### src/rtl/bb8_pkg.sv
// Shared types for the drive path: ControlLoop -> speed_ramp -> MotorDriver.
package bb8_pkg;

  typedef logic signed [9:0] speed_t;
  typedef logic        [9:0] mag_t;

  typedef enum logic [1:0] {
    IDLE,
    TRACK,
    DWELL
  } ramp_state_e;

  // |t| limited to max_speed. The absolute value is formed at 11 bits so
  // that -512 becomes +512 instead of wrapping back to -512.
  function automatic mag_t clamp_mag(input speed_t t, input mag_t max_speed);
    logic [10:0] wide;
    logic [10:0] mag;
    wide = {t[9], t};
    mag  = t[9] ? (~wide + 11'd1) : wide;
    return (mag > {1'b0, max_speed}) ? max_speed : mag[9:0];
  endfunction

  // One step toward zero, saturating at zero.
  function automatic mag_t step_down(input mag_t cur, input mag_t step);
    return (cur > step) ? (cur - step) : '0;
  endfunction

  // One step toward goal, landing exactly on it instead of overshooting.
  function automatic mag_t step_toward(input mag_t cur, input mag_t goal,
                                       input mag_t step);
    if (cur < goal)
      return ((goal - cur) > step) ? (cur + step) : goal;
    else
      return ((cur - goal) > step) ? (cur - step) : goal;
  endfunction

endpackage

### src/rtl/speed_ramp_if.sv
// Command/status bundle between the control loop and one wheel's speed_ramp.
interface speed_ramp_if;
  import bb8_pkg::*;

  logic   enable;
  speed_t target_speed;
  mag_t   speed;
  logic   dir;
  logic   at_target;
  logic   reversing;

  // Control loop side: issues the request, watches the shaped command.
  modport master (
    output enable, target_speed,
    input  speed, dir, at_target, reversing
  );

  // Ramp side: consumes the request, produces the shaped command.
  modport slave (
    input  enable, target_speed,
    output speed, dir, at_target, reversing
  );
endinterface

### src/rtl/speed_ramp_tick_gen.sv
// Free-running divider: one-cycle tick on the last count of every DIV cycles.
// Also used for the MPU sample tick, so it stays independent of speed_ramp.
module tick_gen #(
  parameter int unsigned DIV = 100000
) (
  input  logic clock,
  input  logic reset_n,
  output logic tick
);

  localparam int unsigned W = (DIV > 2) ? $clog2(DIV) : 1;
  localparam logic [W-1:0] LAST = W'(DIV - 1);

  logic [W-1:0] cnt;

  // Count 0..DIV-1 and wrap; synchronous active-low reset.
  // NOTE: registers are written with <= so every flop samples pre-edge values; = here would race between blocks.
  always_ff @(posedge clock) begin
    if (!reset_n)
      cnt <= '0;
    else if (cnt == LAST)
      cnt <= '0;
    else
      cnt <= cnt + W'(1);
  end

  assign tick = (cnt == LAST);

endmodule

### src/rtl/speed_ramp.sv
// Acceleration-limited speed shaper for one wheel. Clamps the signed target,
// slews the magnitude by at most STEP per tick, and forces a zero-speed dwell
// before any direction change. speed/dir feed MotorDriver directly.
module speed_ramp
  import bb8_pkg::*;
#(
  parameter int unsigned TICK_DIV    = 100000,
  parameter int unsigned STEP        = 4,
  parameter int unsigned MAX_SPEED   = 400,
  parameter int unsigned DWELL_TICKS = 2
) (
  input  logic clock,
  input  logic reset_n,
  speed_ramp_if.slave bus
);

  localparam mag_t       STEP_M  = mag_t'(STEP);
  localparam mag_t       MAX_M   = mag_t'(MAX_SPEED);
  localparam logic [7:0] DWELL_M = 8'(DWELL_TICKS);

  logic        tick;
  ramp_state_e state_q;
  mag_t        speed_q;
  logic        dir_q;
  logic        at_target_q;
  logic        reversing_q;
  logic [7:0]  dwell_q;

  mag_t        tmag;
  logic        tdir;
  logic        reverse_req;
  mag_t        ramp_down;
  mag_t        ramp_to;

  tick_gen #(.DIV(TICK_DIV)) u_tick (
    .clock   (clock),
    .reset_n (reset_n),
    .tick    (tick)
  );

  // Clamped target and the two candidate next magnitudes.
  // NOTE: every always_comb output gets a value on every path, so no latch is inferred.
  always_comb begin
    tmag        = clamp_mag(bus.target_speed, MAX_M);
    tdir        = ~bus.target_speed[9];
    // A zero target never asks for a reversal; it just ramps to 0.
    reverse_req = (tmag != '0) && (tdir != dir_q);
    ramp_down   = step_down(speed_q, STEP_M);
    ramp_to     = step_toward(speed_q, tmag, STEP_M);
  end

  // Ramp FSM; all state and outputs move only in the tick cycle.
  always_ff @(posedge clock) begin
    if (!reset_n) begin
      state_q     <= IDLE;
      speed_q     <= '0;
      dir_q       <= 1'b1;
      at_target_q <= 1'b0;
      reversing_q <= 1'b0;
      dwell_q     <= '0;
    end else if (tick) begin
      case (state_q)
        IDLE: begin
          speed_q     <= '0;
          reversing_q <= 1'b0;
          at_target_q <= 1'b0;
          if (bus.enable) begin
            state_q     <= TRACK;
            // Speed is 0 after this tick, so only a zero target is met.
            at_target_q <= (tmag == '0);
          end
        end

        TRACK: begin
          if (!bus.enable) begin
            // Disable wins over a pending reversal: no dwell on the way down.
            speed_q     <= ramp_down;
            at_target_q <= 1'b0;
            if (ramp_down == '0)
              state_q <= IDLE;
          end else if (reverse_req) begin
            speed_q     <= ramp_down;
            at_target_q <= 1'b0;
            if (ramp_down == '0) begin
              state_q     <= DWELL;
              dwell_q     <= DWELL_M;
              reversing_q <= 1'b1;
            end
          end else begin
            speed_q     <= ramp_to;
            at_target_q <= (ramp_to == tmag);
          end
        end

        DWELL: begin
          speed_q <= '0;
          if (!bus.enable || (tmag == '0) || (tdir == dir_q)) begin
            // Reversal no longer wanted: resume tracking in the old direction.
            state_q     <= TRACK;
            reversing_q <= 1'b0;
            dwell_q     <= '0;
            at_target_q <= bus.enable && (tmag == '0);
          end else if (dwell_q == 8'd1) begin
            // Last dwell tick: flip direction, ramp up from the next tick.
            state_q     <= TRACK;
            dir_q       <= tdir;
            reversing_q <= 1'b0;
            dwell_q     <= '0;
            at_target_q <= 1'b0;
          end else begin
            dwell_q     <= dwell_q - 8'd1;
            at_target_q <= 1'b0;
          end
        end

        default: begin
          state_q     <= IDLE;
          speed_q     <= '0;
          reversing_q <= 1'b0;
          at_target_q <= 1'b0;
        end
      endcase
    end
  end

  assign bus.speed     = speed_q;
  assign bus.dir       = dir_q;
  assign bus.at_target = at_target_q;
  assign bus.reversing = reversing_q;

endmodule

### src/flat_wrapper.sv
// flat-port wrapper written by rule: the top's interface ports become plain ports
module speed_ramp_flat import bb8_pkg::*;
#(
  parameter int unsigned TICK_DIV    = 100000,
  parameter int unsigned STEP        = 4,
  parameter int unsigned MAX_SPEED   = 400,
  parameter int unsigned DWELL_TICKS = 2
)
  (clock, reset_n, bus_enable, bus_target_speed, bus_speed, bus_dir, bus_at_target, bus_reversing);
  speed_ramp_if bus_i ();
  input  logic clock;
  input  logic reset_n;
  input wire logic [$bits(bus_i.enable)-1:0] bus_enable;
  input wire logic [$bits(bus_i.target_speed)-1:0] bus_target_speed;
  output wire logic [$bits(bus_i.speed)-1:0] bus_speed;
  output wire logic [$bits(bus_i.dir)-1:0] bus_dir;
  output wire logic [$bits(bus_i.at_target)-1:0] bus_at_target;
  output wire logic [$bits(bus_i.reversing)-1:0] bus_reversing;
  assign bus_i.enable = bus_enable;
  assign bus_i.target_speed = bus_target_speed;
  assign bus_speed = bus_i.speed;
  assign bus_dir = bus_i.dir;
  assign bus_at_target = bus_i.at_target;
  assign bus_reversing = bus_i.reversing;
  speed_ramp #(.TICK_DIV(TICK_DIV), .STEP(STEP), .MAX_SPEED(MAX_SPEED), .DWELL_TICKS(DWELL_TICKS)) u_core (.clock(clock), .reset_n(reset_n), .bus(bus_i));
endmodule
### config.mk
export PLATFORM = sky130hd
export DESIGN_NAME = speed_ramp_flat
export DESIGN_NICKNAME = d
export VERILOG_FILES = /design/src/rtl/bb8_pkg.sv /design/src/rtl/speed_ramp_if.sv /design/src/rtl/speed_ramp_tick_gen.sv /design/src/rtl/speed_ramp.sv /design/src/flat_wrapper.sv
export SDC_FILE = /design/constraint.sdc
export NUM_CORES = 1
export LEC_CHECK = 0
export BUFFER_PORTS_ARGS = -buffer_cell sky130_fd_sc_hd__buf_2
export CORE_MARGIN = 5
export CORE_UTILIZATION = 35
export CTS_CLUSTER_DIAMETER = 100
export DETAILED_ROUTE_END_ITERATION = 8
export PLACE_DENSITY = 0.47
export SYNTH_ARGS = -nofsm -noshare
export SYNTH_HDL_FRONTEND = slang
export SYNTH_HIERARCHICAL = 1
export SYNTH_SLANG_ARGS = --single-unit
export TNS_END_PERCENT = 50
### constraint.sdc
create_clock -name clock -period 7 [get_ports clock]
set_input_delay 1.4 -clock clock [delete_from_list [all_inputs] [get_ports clock]]
set_output_delay 1.4 -clock clock [all_outputs]
set_load 0.01 [all_outputs]
==> summary.txt <==
STA
  – Final Hold Vio Count: 0
  – RSZ-0062 raised after global routing: false
  – Final Critical Period: 6410 ps
  – Maximum clock frequency: 0.156 GHz
  – Skew final: 6.88 ps
  – Fin crit share: 0.916
  – Slew margin rel.: 0.496
  – Number of setup violations in the final report: 0
  – Final setup margin: 591 ps
  – Setup_tns: 0 ps
  – Hold WS: 469 ps
  – Pins Over Slew Limit: 0
  – Slew @ Worst Pin: 754 ps

Setup path
  – Critical-path cell list: buf_2 > inv_1 > ha_1 > or3b_4 > a211oi_4 > a311o_4 > a22o_2 > nand2_1 > nor2_1 > inv_1 > ha_1 > a21oi_1 > nor2b_1 > o21a_1 > o31ai_1 > nand3_1 > a31oi_1 > nand3b_1 > a211oi_2 > buf_4 > a31oi_4 > or4_1 > o21ai_1
  – WS Path Type: in -> reg
  – CP arrival: 6630 ps
  – Worst path bufs/invs: 4
  – CP Capture Type: register
  – Crit path max-delay family: compound AO/OA/AOI/OAI gates
  – CP required: 7220 ps
  – CP max stage delay: 460 ps
  – Crit Path Max Fanout: 12
  – Slowest library cell on the worst path: ha_1
  – Startpoint Class: input port

Logic synthesis
  – Top_reg_cell synth: dfxtp_1
  – Syn_area_per_cell: 7.43 µm²
  – Cells after synthesis: 604
  – Synth Area in Adders: 0.0585
  – Xor/xnor cell area share of the yosys netlist: 0.109
  – Yosys cell types: 88
  – Compound-Gate Fraction of Synth Area: 0.264
  – Post-Syn Area: 0.00449 mm²
  – Sequential area share after synthesis: 0.178
  – Asr flop ratio synth: 0
  – Simple-gate share of the synthesized area: 0.316
  – Post-Syn Nets: 638
  – Seq cells post-synth: 40
  – Post-synth EDFFs: 0
  – Mux cell area share after synthesis: 0.0114
  – Largest family of logic cells by synthesized area: simple AND/OR/NAND/NOR gates
  – Ys Warns: 6

Pwr
  – P_sw: 0.000239 W
  – Pwr Density: 148 mW/mm²
  – Switch share: 0.323
  – VDD IR max: 0.0000688 V
  – Clock power frac: 0.380
  – Sequential share of power: 0.312
  – Pwr Total: 0.000738 W
  – Leak pwr: 1.89 nW
  – Int Pwr: 0.000499 W
  – Gate power share: 0.308

Global routing
  – Grt ovf: 0
  – Initial antenna violation count: 0
  – Maximum number of pins on one net before global-route repair: 18
  – Vias in the first global route: 4391
  – First-pass GRT wire length: 23.6 mm
  – GRT Total Usage: 0.195

Die
  – # IOs: 26
  – Initial core utilization: 0.356
  – Total core area: 0.0126 mm²
  – Die Area: 0.0152 mm²
  – Number of cell rows: 41
  – Die H: 123 µm
  – Die Wd: 123 µm

Worst hold path
  – HP Class: reg -> reg

Status
  – Outcome: finished clean

Run
  – Max_cap viols: 0

CTS
  – Total CTS buffers: 5
  – TritonCTS sink count: 40
  – Clock slew at reported path FFs: 60 ps
  – CTS tree: done
  – CTS H-tree depth: 2
  – Root buf cell: clkbuf_16
  – CTS resizes: 0
  – Post-CTS Setup Inserts: 0
  – CTS max path bufs: 2
  – Clock latency on the worst-skew pair: 280 ps
  – Hold_buf cts: 0

Layout
  – Area delta synth->final: 10.7%
  – # diodes: 0
  – Most frequent cells in the layout: nor2_1 (73), xnor2_1 (48), nand2_1 (41), dfxtp_1 (40), inv_1 (36)
  – Finished Core Util: 0.394
  – Commonest non-fill, non-tap cell in the layout: nor2_1
  – Layout cells sized above 1: 0.114
  – Nets: 657
  – Filler instances: 1376

Placement
  – Global placer's final weighted congestion: 1.00
  – Detailed placement HPWL: 11.2 mm
  – # port buffers: 25
  – Post-Place Setup Slack: 400 ps

Drt
  – Initial drt markers: 261
  – Vias per cell: 5.89
  – Routed WL per cell: 18.1 µm
  – Residual DRC: 0
  – Via count: 4686
  – DRT Pass-1 Iters: 5
  – Detail Route Antenna Nets: 0
  – Total routed wirelength: 14.4 mm
## layout make-up
type                            count  area (µm²)  area share
Timing Repair Buffer               38         223      0.0448
Inverter                           37         139      0.0279
Tap cell                          172         215      0.0433
Clock inverter                      1        30.0     0.00604
Sequential cell                    40         801       0.161
Multi-Input combinational cell    501        3410       0.686
Clock buffer                        7         153      0.0307
## worst paths after layout
kind,end,slack [ps],depth (start not counted),startpoint
min,u_core/u_tick/cnt[0],470,1,u_core/u_tick/cnt[0]
min reg2reg,u_core/u_tick/cnt[0],470,1,u_core/u_tick/cnt[0]
max reg2reg,u_core/dwell_q[7],3200,11,u_core/bus.speed[3]
max,u_core/bus.speed[0],590,23,bus_target_speed[0]
## synth_stat cells (all sizes together) (4+ instances only)
cell | instances | area [µm²]
nand2 | 41 | 154
a31oi | 11 | 83.8
ha | 21 | 263
dfxtp | 40 | 801
o21ai | 27 | 135
a21oi | 21 | 105
o211ai | 8 | 60.1
o211a | 4 | 40.0
nor2b | 12 | 75.1
mux2i | 4 | 40.0
nand4b | 4 | 35.0
xnor2 | 48 | 420
nand2b | 7 | 43.8
or4 | 4 | 33.8
a41oi | 4 | 42.6
xor2 | 8 | 70.1
nor3 | 26 | 141
nand4 | 14 | 87.6
o31ai | 6 | 45.0
or3 | 8 | 55.1
a211oi | 15 | 143
a22o | 4 | 36.3
nor4 | 16 | 119
buf | 9 | 75.1
o2111ai | 7 | 61.3
or2 | 5 | 31.3
and3 | 11 | 68.8
inv | 37 | 139
a211o | 6 | 52.6
nand3 | 28 | 140
clkbuf | 17 | 63.8
nor2 | 73 | 274
## cell families (layout without fill, tap and decap cells)
| family | count (synthesis) | in the layout |
|---|---|---|
| simple gates | 265 | 265 |
| compound gates | 153 | 153 |
| buf+inv | 63 | 83 |
| xor+xnor | 56 | 56 |
| flops | 40 | 40 |
| fa+ha+maj | 21 | 21 |
| mux | 5 | 5 |
| other cells | 1 | 1 |
## power groups by stage
| stage | clock (W) | combinational [W] | sequential (W) |
|---|---|---|---|
| 3_3_place_gp | 0 | 0.000224 | 0.000236 |
| 3_5_place_dp | 0 | 0.000223 | 0.000236 |
| 4_1_cts | 0.000287 | 0.000224 | 0.000230 |
| 2_1_floorplan | 0 | 0.000161 | 0.000235 |
| 6_report | 0.000280 | 0.000227 | 0.000231 |
| 5_1_grt | 0.000295 | 0.000249 | 0.000231 |
## through the flow
| step | instance area (µm²) | std cells |
|---|---|---|
| 2_1_floorplan | 4490 | 604 |
| 5_1_grt | 4970 | 796 |
| 3_3_place_gp | 4790 | 788 |
| 3_5_place_dp | 4790 | 788 |
| 4_1_cts | 4970 | 796 |
| 6_report | 4970 | 796 |
## registers in the layout, summed over array words and instances (netlist names)
name,flops
u_core/u_tick/cnt,17
u_core/bus.dir,1
u_core/bus.at_target,1
u_core/bus.reversing,1
u_core/dwell_q,8
u_core/state_q,2
u_core/bus.speed,10
## per-layer routing
metal,routed length [µm],share of wire,up-vias,GRT usage
met3,608,0.042,37,0.0169
li1,-,-,2276,-
met5,0,0,-,0
met2,6540,0.45,140,0.311
met1,6710,0.47,2233,0.270
met4,539,0.037,0,0.0803
Note: power is estimated with default switching activity, not from simulation.
